File: config.mk
export PLATFORM = sky130hd
export DESIGN_NAME = axi_lite_pattern_master_flat
export DESIGN_NICKNAME = d
export VERILOG_FILES = /design/src/rtl/axi_lite_pkg.sv /design/src/rtl/axi_lite_pattern_master_if.sv /design/src/rtl/axi_lite_pattern_master.sv /design/src/flat_wrapper.sv
export SDC_FILE = /design/constraint.sdc
export NUM_CORES = 1
export LEC_CHECK = 0
export CAP_MARGIN = 40
export CORE_MARGIN = 1.5
export CORE_UTILIZATION = 45
export CTS_CLUSTER_DIAMETER = 100
export DETAILED_ROUTE_END_ITERATION = 7
export HOLD_SLACK_MARGIN = 0.06
export PLACE_DENSITY = 0.87
export SETUP_SLACK_MARGIN = 0.02
export SLEW_MARGIN = 0
export SYNTH_ARGS = -nofsm -noshare
export SYNTH_HDL_FRONTEND = slang
export SYNTH_SLANG_ARGS = --single-unit
File: constraint.sdc
create_clock -name aclk -period 3.15 [get_ports aclk]
set_clock_uncertainty 0.15 [all_clocks]
set_input_delay 0.63 -clock aclk [delete_from_list [all_inputs] [get_ports aclk]]
set_output_delay 0.63 -clock aclk [all_outputs]
set_load 0.01 [all_outputs]
File: src/rtl/axi_lite_pkg.sv
`default_nettype none
// ============================================================================
// Package     : axi_lite_pkg
// Description : Shared types and constants for the AXI4-Lite pattern master.
// Revision    : 1.0 - initial release
// ============================================================================

package axi_lite_pkg;

    typedef enum logic [2:0] {
        IDLE   = 3'd0,
        WR_REQ = 3'd1,
        WR_RSP = 3'd2,
        RD_REQ = 3'd3,
        RD_RSP = 3'd4,
        DONE   = 3'd5
    } state_e;

    localparam logic [1:0] RESP_OKAY   = 2'b00;
    localparam logic [1:0] RESP_SLVERR = 2'b10;
    localparam logic [3:0] WSTRB_ALL   = 4'hF;
    localparam logic [2:0] PROT_NONE   = 3'b000;

    function automatic logic [31:0] pattern(input logic [31:0] addr, input logic [31:0] seed);
        return addr ^ seed;
    endfunction

endpackage

`default_nettype wire

File: src/rtl/axi_lite_pattern_master_if.sv
`default_nettype none
// ============================================================================
// Interface   : axi_lite_pattern_master_if
// Description : AXI4-Lite bus bundle with master and slave views.
// Revision    : 1.0 - initial release
// ============================================================================

interface axi_lite_pattern_master_if;

    logic [31:0] awaddr;
    logic [2:0]  awprot;
    logic        awvalid;
    logic        awready;

    logic [31:0] wdata;
    logic [3:0]  wstrb;
    logic        wvalid;
    logic        wready;

    logic [1:0]  bresp;
    logic        bvalid;
    logic        bready;

    logic [31:0] araddr;
    logic [2:0]  arprot;
    logic        arvalid;
    logic        arready;

    logic [31:0] rdata;
    logic [1:0]  rresp;
    logic        rvalid;
    logic        rready;

    modport master (
        output awaddr, awprot, awvalid,
        input  awready,
        output wdata, wstrb, wvalid,
        input  wready,
        input  bresp, bvalid,
        output bready,
        output araddr, arprot, arvalid,
        input  arready,
        input  rdata, rresp, rvalid,
        output rready
    );

    modport slave (
        input  awaddr, awprot, awvalid,
        output awready,
        input  wdata, wstrb, wvalid,
        output wready,
        output bresp, bvalid,
        input  bready,
        input  araddr, arprot, arvalid,
        output arready,
        output rdata, rresp, rvalid,
        input  rready
    );

endinterface

`default_nettype wire

File: src/rtl/axi_lite_pattern_master.sv
`default_nettype none
// ============================================================================
// Module      : axi_lite_pattern_master
// Description : Writes SEED^addr over a word range, reads it back, counts errors.
// Revision    : 1.0 - initial release
// ============================================================================

module axi_lite_pattern_master
    import axi_lite_pkg::*;
#(
    parameter logic [31:0] BASE_ADDR = 32'h0000_0000,
    parameter int unsigned NUM_WORDS = 16,
    parameter logic [31:0] SEED      = 32'hA5A5_0000
) (
    input  wire logic                  aclk,
    input  wire logic                  areset,
    input  wire logic                  start,
    output logic                       busy,
    output logic                       done,
    output logic [15:0]                err_count,
    output logic [31:0]                err_addr,
    axi_lite_pattern_master_if.master  m_axi
);

    localparam logic [31:0] c_base_word = {BASE_ADDR[31:2], 2'b00};
    localparam logic [15:0] c_last_idx  = 16'(NUM_WORDS - 1);

    state_e      state_q, state_d;
    logic [15:0] idx_q, idx_d;
    logic        aw_sent_q, aw_sent_d;
    logic        w_sent_q, w_sent_d;
    logic [15:0] err_count_q, err_count_d;
    logic [31:0] err_addr_q, err_addr_d;
    logic        first_err_q, first_err_d;

    logic [31:0] w_cur_addr;
    logic [31:0] w_cur_data;
    logic        w_last;
    logic        w_fail;

    // 32-bit sum wraps naturally past the top of the address space.
    assign w_cur_addr = c_base_word + {14'd0, idx_q, 2'b00};
    assign w_cur_data = pattern(w_cur_addr, SEED);
    assign w_last     = (idx_q == c_last_idx);

    always_ff @(posedge aclk) begin
        if (areset) begin
            state_q     <= IDLE;
            idx_q       <= 16'd0;
            aw_sent_q   <= 1'b0;
            w_sent_q    <= 1'b0;
            err_count_q <= 16'd0;
            err_addr_q  <= 32'd0;
            first_err_q <= 1'b0;
        end else begin
            state_q     <= state_d;
            idx_q       <= idx_d;
            aw_sent_q   <= aw_sent_d;
            w_sent_q    <= w_sent_d;
            err_count_q <= err_count_d;
            err_addr_q  <= err_addr_d;
            first_err_q <= first_err_d;
        end
    end

    always_comb begin
        state_d     = state_q;
        idx_d       = idx_q;
        aw_sent_d   = aw_sent_q;
        w_sent_d    = w_sent_q;
        err_count_d = err_count_q;
        err_addr_d  = err_addr_q;
        first_err_d = first_err_q;
        w_fail      = 1'b0;

        case (state_q)
            IDLE, DONE: begin
                if (start) begin
                    state_d     = WR_REQ;
                    idx_d       = 16'd0;
                    aw_sent_d   = 1'b0;
                    w_sent_d    = 1'b0;
                    err_count_d = 16'd0;
                    err_addr_d  = 32'd0;
                    first_err_d = 1'b0;
                end
            end
            WR_REQ: begin
                // AW and W complete independently; move on once both are done.
                if (m_axi.awvalid && m_axi.awready) aw_sent_d = 1'b1;
                if (m_axi.wvalid && m_axi.wready)   w_sent_d  = 1'b1;
                if (aw_sent_d && w_sent_d)          state_d   = WR_RSP;
            end
            WR_RSP: begin
                if (m_axi.bvalid) begin
                    w_fail    = (m_axi.bresp != RESP_OKAY);
                    aw_sent_d = 1'b0;
                    w_sent_d  = 1'b0;
                    if (w_last) begin
                        state_d = RD_REQ;
                        idx_d   = 16'd0;
                    end else begin
                        state_d = WR_REQ;
                        idx_d   = idx_q + 16'd1;
                    end
                end
            end
            RD_REQ: begin
                if (m_axi.arready) state_d = RD_RSP;
            end
            RD_RSP: begin
                if (m_axi.rvalid) begin
                    w_fail = (m_axi.rresp != RESP_OKAY) || (m_axi.rdata != w_cur_data);
                    if (w_last) begin
                        state_d = DONE;
                    end else begin
                        state_d = RD_REQ;
                        idx_d   = idx_q + 16'd1;
                    end
                end
            end
            default: state_d = IDLE;
        endcase

        if (w_fail) begin
            if (err_count_q != 16'hFFFF) err_count_d = err_count_q + 16'd1;
            if (!first_err_q) begin
                first_err_d = 1'b1;
                err_addr_d  = w_cur_addr;
            end
        end
    end

    assign busy      = (state_q != IDLE) && (state_q != DONE);
    assign done      = (state_q == DONE);
    assign err_count = err_count_q;
    assign err_addr  = err_addr_q;

    // Address/data are zero outside their request phase so reset shows all zeros.
    assign m_axi.awvalid = (state_q == WR_REQ) && !aw_sent_q;
    assign m_axi.awaddr  = (state_q == WR_REQ) ? w_cur_addr : 32'd0;
    assign m_axi.awprot  = PROT_NONE;
    assign m_axi.wvalid  = (state_q == WR_REQ) && !w_sent_q;
    assign m_axi.wdata   = (state_q == WR_REQ) ? w_cur_data : 32'd0;
    assign m_axi.wstrb   = WSTRB_ALL;
    assign m_axi.bready  = (state_q == WR_RSP);
    assign m_axi.arvalid = (state_q == RD_REQ);
    assign m_axi.araddr  = (state_q == RD_REQ) ? w_cur_addr : 32'd0;
    assign m_axi.arprot  = PROT_NONE;
    assign m_axi.rready  = (state_q == RD_RSP);

endmodule

`default_nettype wire

File: src/flat_wrapper.sv
// flat-port wrapper written by rule: the top's interface ports become plain ports
module axi_lite_pattern_master_flat import axi_lite_pkg::*;
#(
    parameter logic [31:0] BASE_ADDR = 32'h0000_0000,
    parameter int unsigned NUM_WORDS = 16,
    parameter logic [31:0] SEED      = 32'hA5A5_0000
)
  (aclk, areset, start, busy, done, err_count, err_addr, m_axi_awaddr, m_axi_awprot, m_axi_awvalid, m_axi_awready, m_axi_wdata, m_axi_wstrb, m_axi_wvalid, m_axi_wready, m_axi_bresp, m_axi_bvalid, m_axi_bready, m_axi_araddr, m_axi_arprot, m_axi_arvalid, m_axi_arready, m_axi_rdata, m_axi_rresp, m_axi_rvalid, m_axi_rready);
  axi_lite_pattern_master_if m_axi_i ();
  input  wire logic aclk;
  input  wire logic areset;
  input  wire logic start;
  output logic busy;
  output logic done;
  output logic [15:0] err_count;
  output logic [31:0] err_addr;
  output wire logic [$bits(m_axi_i.awaddr)-1:0] m_axi_awaddr;
  output wire logic [$bits(m_axi_i.awprot)-1:0] m_axi_awprot;
  output wire logic [$bits(m_axi_i.awvalid)-1:0] m_axi_awvalid;
  input wire logic [$bits(m_axi_i.awready)-1:0] m_axi_awready;
  output wire logic [$bits(m_axi_i.wdata)-1:0] m_axi_wdata;
  output wire logic [$bits(m_axi_i.wstrb)-1:0] m_axi_wstrb;
  output wire logic [$bits(m_axi_i.wvalid)-1:0] m_axi_wvalid;
  input wire logic [$bits(m_axi_i.wready)-1:0] m_axi_wready;
  input wire logic [$bits(m_axi_i.bresp)-1:0] m_axi_bresp;
  input wire logic [$bits(m_axi_i.bvalid)-1:0] m_axi_bvalid;
  output wire logic [$bits(m_axi_i.bready)-1:0] m_axi_bready;
  output wire logic [$bits(m_axi_i.araddr)-1:0] m_axi_araddr;
  output wire logic [$bits(m_axi_i.arprot)-1:0] m_axi_arprot;
  output wire logic [$bits(m_axi_i.arvalid)-1:0] m_axi_arvalid;
  input wire logic [$bits(m_axi_i.arready)-1:0] m_axi_arready;
  input wire logic [$bits(m_axi_i.rdata)-1:0] m_axi_rdata;
  input wire logic [$bits(m_axi_i.rresp)-1:0] m_axi_rresp;
  input wire logic [$bits(m_axi_i.rvalid)-1:0] m_axi_rvalid;
  output wire logic [$bits(m_axi_i.rready)-1:0] m_axi_rready;
  assign m_axi_awaddr = m_axi_i.awaddr;
  assign m_axi_awprot = m_axi_i.awprot;
  assign m_axi_awvalid = m_axi_i.awvalid;
  assign m_axi_i.awready = m_axi_awready;
  assign m_axi_wdata = m_axi_i.wdata;
  assign m_axi_wstrb = m_axi_i.wstrb;
  assign m_axi_wvalid = m_axi_i.wvalid;
  assign m_axi_i.wready = m_axi_wready;
  assign m_axi_i.bresp = m_axi_bresp;
  assign m_axi_i.bvalid = m_axi_bvalid;
  assign m_axi_bready = m_axi_i.bready;
  assign m_axi_araddr = m_axi_i.araddr;
  assign m_axi_arprot = m_axi_i.arprot;
  assign m_axi_arvalid = m_axi_i.arvalid;
  assign m_axi_i.arready = m_axi_arready;
  assign m_axi_i.rdata = m_axi_rdata;
  assign m_axi_i.rresp = m_axi_rresp;
  assign m_axi_i.rvalid = m_axi_rvalid;
  assign m_axi_rready = m_axi_i.rready;
  axi_lite_pattern_master #(.BASE_ADDR(BASE_ADDR), .NUM_WORDS(NUM_WORDS), .SEED(SEED)) u_core (.aclk(aclk), .areset(areset), .start(start), .busy(busy), .done(done), .err_count(err_count), .err_addr(err_addr), .m_axi(m_axi_i));
endmodule
==> results of run 1 <==
final timing paths:
kind | start | endpoint | slack (ps) | depth (start not counted)
max | u_core.state_q[1] | m_axi_awaddr[6] | 220 | 6
min | u_core.err_addr[1] | u_core.err_addr[1] | 310 | 1
max reg2reg | u_core.idx_q[0] | u_core.idx_q[13] | 450 | 7
min reg2reg | u_core.err_addr[1] | u_core.err_addr[1] | 310 | 1
critical path, stage by stage (launching register included):
cell and delay (ps):
dfxtp_2 410, inv_1 150, nand3b_1 120, buf_4 180, clkinvlp_4 210, and2_1 240, clkdlybuf4s50_1 490
final cells by class:
type	count	area, um2
clock buffer	9	124
fill	827	3450
timing repair inverter	1	7.51
tap	129	161
sequential	70	1400
multi-input combinational	387	2340
timing repair buffer	168	1660
clock inverter	7	73.8
inverter	16	63.8
layer usage:
metal	track usage (%)	share of wire [%]
met3	5.89	8.9
met4	7.26	1.5
met1	26.1	39
met5	0	0
met2	40.7	50
per-stage QoR:
step	power, mW	instances
5_1_grt	2.45	787
3_5_place_dp	1.58	768
3_3_place_gp	1.57	768
2_1_floorplan	1.40	578
4_1_cts	2.32	787
6_report	2.32	787
repair_timing:
item                                    CTS  global route
buffers inserted                          2             0
endpoints found under the setup margin   30            30
cloned                                    1             0
resized for setup                         2             2
pin swaps                                 1             0
cell usage in the layout, fill, tap and decap left out, types with 4 or more instances in the layout:
master | Yosys | layout
mux2i_1 | 17 | 17
xor2_1 | 13 | 13
o211ai_1 | 10 | 10
nor4_1 | 7 | 7
a21oi_1 | 18 | 18
conb_1 | 2 | 51
dfxtp_1 | 70 | 68
nor3_1 | 5 | 5
buf_4 | 74 | 14
clkbuf_8 | 0 | 9
clkdlybuf4s50_1 | 0 | 153
and3_1 | 7 | 7
or3_1 | 5 | 5
a211oi_1 | 4 | 4
o21ai_0 | 11 | 11
nand2_1 | 37 | 37
xnor2_1 | 18 | 18
inv_1 | 16 | 15
nand3_1 | 35 | 35
and2_1 | 50 | 50
nand4_1 | 16 | 16
nor2_1 | 35 | 35
flip-flops by register name (all words and copies together) (netlist names):
signal and flops:
u_core.err_addr 32, u_core.err_count 16, u_core.idx_q 16, u_core.state_q 3
u_core.aw_sent_q 1, u_core.first_err_q 1, u_core.w_sent_q 1
cell families after synthesis:
logic type / after synthesis
AO/OA/AOI/OAI: 63
XOR/XNOR: 31
adder cells (fa/ha/maj): 2
buffers and inverters: 121
flip-flops: 70
multiplexers: 20
other: 2
AND/OR/NAND/NOR: 220
report_power, final:
group | total [mW] | switching, mW | internal (mW)
sequential | 0.946 | 0.0361 | 0.910
clock | 0.721 | 0.353 | 0.368
combinational | 0.650 | 0.367 | 0.283
total | 2.32 | 0.756 | 1.56
==> results.json, run 1 <==
{
  "max_slew_margin_pct": 62.4,
  "place_ws_ps": 263,
  "cp-start-kind": "flop",
  "hold_buffers": 0,
  "worst-setup-path-type": "flop to output pin",
  "yosys.area_share.simple_pct": 28.3,
  "ys_ff_latch": 70,
  "cap_viol_max_count": 0,
  "rsz0062_at_grt": "no",
  "drt_iter0_markers": 194,
  "grt_antenna_before_repair": 0,
  "setup_viol": 0,
  "gp_congestion": 0.862,
  "synth_edf_count": 0,
  "cts_tree": "yes",
  "dr.pass1.iters": 5,
  "hpwlAfterDp_um": 8600,
  "required_ps": 2370,
  "drc": 0,
  "io_pins": 205,
  "fin_util_pct": 62.8,
  "cts.sinks": 70,
  "crit_fanout": 12,
  "stdcell_area_um2": 5830,
  "status": "complete, no violations",
  "slew_violations": 0,
  "post_synth_mux_area_share_pct": 4.72,
  "root_buffer": "clkbuf_8",
  "synth_seq_area_share_pct": 32.4,
  "placed_area_um2": 5600,
  "port_buffers": 153,
  "clk_path_buf_depth": 2,
  "synth_compound_area_share_pct": 9.63,
  "fin_crit_sh_pct": 93.0,
  "wl_per_cell_um": 14.5,
  "worst_pin_slew_ps": 559,
  "power_density_nw_per_um2": 397,
  "nets": 699,
  "synth_top_cell_by_area": "dfxtp_1",
  "synth_ff_type": "dfxtp_1",
  "hold_path.class": "flop to flop",
  "avgViaCountPerCell": 5.10,
  "totalWireLength_um": 11400,
  "synthArstFlopShare_pct": 0,
  "initial_core_util_pct": 46.6,
  "cts.htree.levels": 3,
  "antenna_cells": 0,
  "ys_types": 57,
  "syn-mean-instance-area_um2": 8.18,
  "synth_top_area_share_pct": 32.4,
  "fmax_mhz": 341,
  "ant_nets": 0,
  "grt_pass1_vias": 3854,
  "fin_ws_ps": 220,
  "synth_warnings": 0,
  "finalHoldWorstSlack_ps": 311,
  "synth_top_family_by_area": "simple AND/OR/NAND/NOR gates",
  "die_area_um2": 10200,
  "area_growth_pct": 34.8,
  "core.rowCount": 35,
  "core_area_um2": 9280,
  "synth_adder_area_share_pct": 0.579,
  "grtUsageTotal_pct": 22.7,
  "synthCells": 529,
  "synth.most_common_cell": "buf_4",
  "syn_area_um2": 4330,
  "cts-buffers-inserted": 9,
  "overflow": 0,
  "drive_gt1_share_pct": 7.75,
  "finalHoldViolCount": 0,
  "synthXorXnorAreaFrac_pct": 6.28,
  "arrival_ps": 2150,
  "grt_max_degree": 33,
  "worst_setup_path_end_kind": "output pin",
  "synth_commonest_cells": "74 x buf_4, 70 x dfxtp_1, 50 x and2_1",
  "clkTransAtPathRegs_ps": 70,
  "vias": 4015,
  "min_period_ps": 2930,
  "clk_latency_ps": 340,
  "finalSetupTns_ps": 0,
  "synth.top_cells.by_area": "dfxtp_1 32%, buf_4 13%, and2_1 7.2%",
  "die_h_um": 101,
  "die_w_um": 101,
  "p_leak_nw": 2.24,
  "grt_pass1_wl_um": 18500,
  "vdd_drop_max_mv": 0.179
}
Note: power is estimated with default switching activity, not from simulation.
==> run 2, diff against run 1 <==
--- a/config.mk
+++ b/config.mk
@@ -11,7 +11,7 @@
 export CTS_CLUSTER_DIAMETER = 100
 export DETAILED_ROUTE_END_ITERATION = 7
 export HOLD_SLACK_MARGIN = 0.06
-export PLACE_DENSITY = 0.87
+export PLACE_DENSITY = 0.92
 export SETUP_SLACK_MARGIN = 0.02
 export SLEW_MARGIN = 0
 export SYNTH_ARGS = -nofsm -noshare
==> results.json, run 2 (same netlist as run 1, synthesis figures left out) <==
{
  "final_cell_count_no_fill": 788,
  "wl_per_cell_um": 15.0,
  "vdd_drop_max_mv": 0.254,
  "drc": 0,
  "fmax_mhz": 342,
  "hpwlAfterDp_um": 8780,
  "hold_buffers": 0,
  "cts.sinks": 70,
  "gr-usage-met3_pct": 6.52,
  "top_usage_layer": "met2",
  "io_pins": 205,
  "grt_use_met1_pct": 27.5,
  "grt_use_met2_pct": 41.5,
  "largest_register_ffs": 32,
  "worst-setup-path-type": "flop to output pin",
  "arrival_ps": 2140,
  "worst_pin_slew_ps": 600,
  "gp_congestion": 0.881,
  "fin_crit_sh_pct": 92.8,
  "min_period_ps": 2920,
  "finalSetupTns_ps": 0,
  "hold_path.class": "flop to flop",
  "core_area_um2": 9280,
  "port_buffers": 153,
  "vias": 4068,
  "mostFrequentLayoutCell": "clkdlybuf4s50_1",
  "grt_max_degree": 24,
  "finalHoldWorstSlack_ps": 312,
  "setup_viol": 0,
  "dp.cells": 768,
  "nets": 700,
  "area_growth_pct": 35.6,
  "clk_path_buf_depth": 2,
  "stdcell_area_um2": 5870,
  "finalHoldViolCount": 0,
  "power_density_nw_per_um2": 418,
  "clk_latency_ps": 340,
  "p_leak_nw": 2.25,
  "grt_antenna_before_repair": 0,
  "cts-buffers-inserted": 9,
  "drive_gt1_share_pct": 7.89,
  "clkTransAtPathRegs_ps": 80,
  "grt_pass1_wl_um": 19000,
  "core.rowCount": 35,
  "initial_core_util_pct": 46.6,
  "die_h_um": 101,
  "overflow": 0,
  "dr.pass1.iters": 4,
  "fin_ws_ps": 225,
  "fin_util_pct": 63.2,
  "placed_area_um2": 5600,
  "avgViaCountPerCell": 5.16,
  "required_ps": 2370,
  "antenna_cells": 0,
  "worst_setup_path_end_kind": "output pin",
  "layout_common_cells": "153 x clkdlybuf4s50_1, 68 x dfxtp_1, 51 x conb_1",
  "root_buffer": "clkbuf_8",
  "drt_iter0_markers": 136,
  "crit_fanout": 12,
  "rsz0062_at_grt": "no",
  "power_mw": 2.45,
  "totalWireLength_um": 11900,
  "status": "complete, no violations",
  "cts_tree": "yes",
  "cts.htree.levels": 3,
  "grt_pass1_vias": 3885,
  "grtUsageTotal_pct": 23.6,
  "cap_viol_max_count": 0,
  "ant_nets": 0,
  "die_area_um2": 10200,
  "die_w_um": 101,
  "slew_violations": 0,
  "cp-start-kind": "flop",
  "place_ws_ps": 268,
  "max_slew_margin_pct": 59.6
}
run 2: timing repair:
| action | 4_1_cts | 5_1_grt |
|---|---|---|
| endpoints found under the hold margin | 0 | 0 |
| buffers inserted | 3 | 0 |
| cloned | 1 | 0 |
| pin swaps | 1 | 0 |
| endpoints found under the setup margin | 30 | 45 |
| resized for setup | 2 | 2 |
run 2: cell type report:
cell class / count / area, um2
Multi-Input combinational cell: 387 / 2340
Timing Repair Buffer: 169 / 1660
Tap cell: 129 / 161
Sequential cell: 70 / 1400
Fill cell: 799 / 3420
Inverter: 16 / 63.8
Timing Repair inverter: 1 / 7.51
Clock inverter: 7 / 103
Clock buffer: 9 / 124
run 2: layer usage:
layer | part of all wire (%) | wire [um] | vias up
li1 | - | - | 1928
met1 | 39 | 4570 | 1918
met2 | 51 | 6030 | 206
met3 | 9.2 | 1090 | 16
met4 | 1.4 | 165 | 0
met5 | 0 | 0 | -
run 2: power breakdown:
| group | internal (mW) | total, mW | switching, mW |
|---|---|---|---|
| Combinational | 0.289 | 0.668 | 0.379 |
| Clock | 0.455 | 0.831 | 0.376 |
| Sequential | 0.909 | 0.951 | 0.0413 |
run 2: path summary, 6_finish.rpt:
check                       from                  end  slack [ps]  depth (start not counted)
min reg2reg  u_core.err_addr[31]  u_core.err_addr[31]         310                          1
max reg2reg      u_core.idx_q[0]      u_core.idx_q[4]         520                          7
min          u_core.err_addr[31]  u_core.err_addr[31]         310                          1
max            u_core.state_q[1]       m_axi_wdata[9]         230                          6
run 2: critical path, cell delays in order, from the launching register on:
cell,delay [ps]
dfxtp_2,410
inv_1,150
nand3b_1,130
buf_4,170
clkinvlp_4,200
and2_1,250
clkdlybuf4s50_1,490
==> run 3, diff against run 2 <==
--- a/config.mk
+++ b/config.mk
@@ -6,12 +6,14 @@
 export NUM_CORES = 1
 export LEC_CHECK = 0
 export CAP_MARGIN = 40
+export CELL_PAD_IN_SITES_DETAIL_PLACEMENT = 1
+export CELL_PAD_IN_SITES_GLOBAL_PLACEMENT = 2
 export CORE_MARGIN = 1.5
-export CORE_UTILIZATION = 45
+export CORE_UTILIZATION = 24
 export CTS_CLUSTER_DIAMETER = 100
 export DETAILED_ROUTE_END_ITERATION = 7
 export HOLD_SLACK_MARGIN = 0.06
-export PLACE_DENSITY = 0.92
+export PLACE_DENSITY = 0.91
 export SETUP_SLACK_MARGIN = 0.02
 export SLEW_MARGIN = 0
 export SYNTH_ARGS = -nofsm -noshare
==> constraint.sdc (replaced) <==
create_clock -name aclk -period 3.15 [get_ports aclk]
set_clock_uncertainty 0.15 [all_clocks]
set_input_delay 0.63 -clock aclk [delete_from_list [all_inputs] [get_ports aclk]]
set_output_delay 0.63 -clock aclk [all_outputs]
set_load 0.05 [all_outputs]
==> results.json, run 3 (same netlist as run 1, synthesis figures left out) <==
{
  "p_comb_share_pct": 34.3,
  "cp-start-kind": "flop",
  "overflow": 0,
  "switchingPower_mw": 1.10,
  "core_area_um2": 17500,
  "fillerInstances": 1990,
  "setup_viol": 0,
  "slew_violations": 0,
  "vdd_drop_max_mv": 0.332,
  "largest_register_ffs": 32,
  "clkTransAtPathRegs_ps": 50,
  "layout_common_cells": "95 x clkdlybuf4s50_1, 68 x dfxtp_1, 55 x buf_12",
  "die_w_um": 137,
  "cpMaxStageDelayCell": "dfxtp_1",
  "drive_gt1_share_pct": 16.4,
  "worst_pin_slew_ps": 579,
  "p_sw_share_pct": 36.6,
  "grt_pass1_vias": 3918,
  "cts.htree.levels": 3,
  "vias": 4019,
  "die_area_um2": 18800,
  "drc": 0,
  "totalWireLength_um": 13700,
  "core.rowCount": 48,
  "p_leak_nw": 2.64,
  "postCtsSetupRepairBufs": 0,
  "finalSetupTns_ps": 0,
  "hpwlAfterDp_um": 10500,
  "max_slew_margin_pct": 61.0,
  "p_seq_share_pct": 31.7,
  "arrival_ps": 2120,
  "fin_util_pct": 38.0,
  "io_pins": 205,
  "initial_core_util_pct": 24.7,
  "fin_crit_sh_pct": 92.1,
  "hold_buffers": 0,
  "hold_path.class": "flop to flop",
  "status": "complete, no violations",
  "antenna_cells": 0,
  "clk_latency_ps": 340,
  "gp_congestion": 0.795,
  "max_stage_delay_ps": 610,
  "mostFrequentLayoutCell": "clkdlybuf4s50_1",
  "drt_iter0_markers": 220,
  "power_density_nw_per_um2": 450,
  "finalHoldViolCount": 0,
  "cts_tree": "yes",
  "grt_antenna_before_repair": 0,
  "grtUsageTotal_pct": 14.6,
  "min_period_ps": 2900,
  "avgViaCountPerCell": 4.52,
  "required_ps": 2370,
  "rsz0062_at_grt": "no",
  "internal-power_mw": 1.89,
  "area_growth_pct": 53.7,
  "grt_max_degree": 34,
  "cts-buffers-inserted": 9,
  "crit_chain": "nand3b_1 > clkinvlp_4 > and2_1 > buf_12",
  "ant_nets": 0,
  "clk_path_buf_depth": 2,
  "crit_fanout": 17,
  "worst-setup-path-type": "flop to output pin",
  "grt_pass1_wl_um": 21000,
  "fmax_mhz": 345,
  "die_h_um": 137,
  "dr.pass1.iters": 4,
  "ctsResizeCount": 0,
  "cts.sinks": 70,
  "clkPwrFrac_pct": 34.0,
  "worst_setup_path_end_kind": "output pin",
  "nets": 706,
  "cap_viol_max_count": 0,
  "wl_per_cell_um": 15.4,
  "root_buffer": "clkbuf_16",
  "port_buffers": 153
}
-- run 3: worst paths after layout --
| path | start | end | slack (ps) | depth (start not counted) |
|---|---|---|---|---|
| hold reg to reg | u_core.err_addr[19] | u_core.err_addr[19] | 300 | 1 |
| hold / removal | u_core.err_addr[19] | u_core.err_addr[19] | 300 | 1 |
| setup / recovery | u_core.state_q[0] | m_axi_awaddr[4] | 250 | 4 |
| setup reg to reg | u_core.idx_q[3] | u_core.idx_q[4] | 650 | 6 |
-- run 3: power by group through the flow --
| stage | logic (mW) | clock network (mW) | registers (mW) |
|---|---|---|---|
| 2_1_floorplan | 0.719 | 0 | 0.964 |
| 3_3_place_gp | 1.03 | 0 | 0.964 |
| 3_5_place_dp | 1.03 | 0 | 0.966 |
| 4_1_cts | 1.04 | 1.04 | 0.947 |
| 5_1_grt | 1.10 | 1.08 | 0.953 |
| 6_report | 1.03 | 1.02 | 0.947 |
-- run 3: per-layer routing --
| layer | share of wire [%] | track usage [%] | up-vias | wire length, um |
|---|---|---|---|---|
| met3 | 7.5 | 4.23 | 12 | 1020 |
| met4 | 0.91 | 3.92 | 0 | 125 |
| met2 | 47 | 25.1 | 151 | 6420 |
| met1 | 45 | 17.7 | 1919 | 6120 |
| met5 | 0 | 0 | - | 0 |
| li1 | - | - | 1937 | - |
-- run 3: area by class of cell --
type,instances,area [um2],share of cell area (%)
tap,225,282,4.24
inverter,16,63.8,0.960
multi-input combinational,387,2340,35.2
timing repair buffer,176,2270,34.1
clock inverter,3,45.0,0.678
sequential,70,1400,21.1
clock buffer,12,246,3.71
-- run 3: worst max-delay path, delay by kind of cell, from the launching register on --
kind | cells | cell delay, ps
buffers and inverters | 2 | 510
DFF | 1 | 610
and+or+nand+nor | 2 | 660
-- run 3: through the flow --
| step | std cells | power (mW) | worst slack (ps) | hold slack, ps | instance area, um2 |
|---|---|---|---|---|---|
| after floorplan | 578 | 1.68 | 31.9 | 294 | 4510 |
| after global placement | 874 | 1.99 | 103 | 295 | 6340 |
| after detailed placement | 874 | 2.00 | 58.1 | 295 | 6340 |
| after CTS | 889 | 3.03 | 41.5 | 311 | 6630 |
| after global routing | 889 | 3.13 | 28.0 | 334 | 6650 |
| final | 889 | 2.99 | 250 | 303 | 6650 |
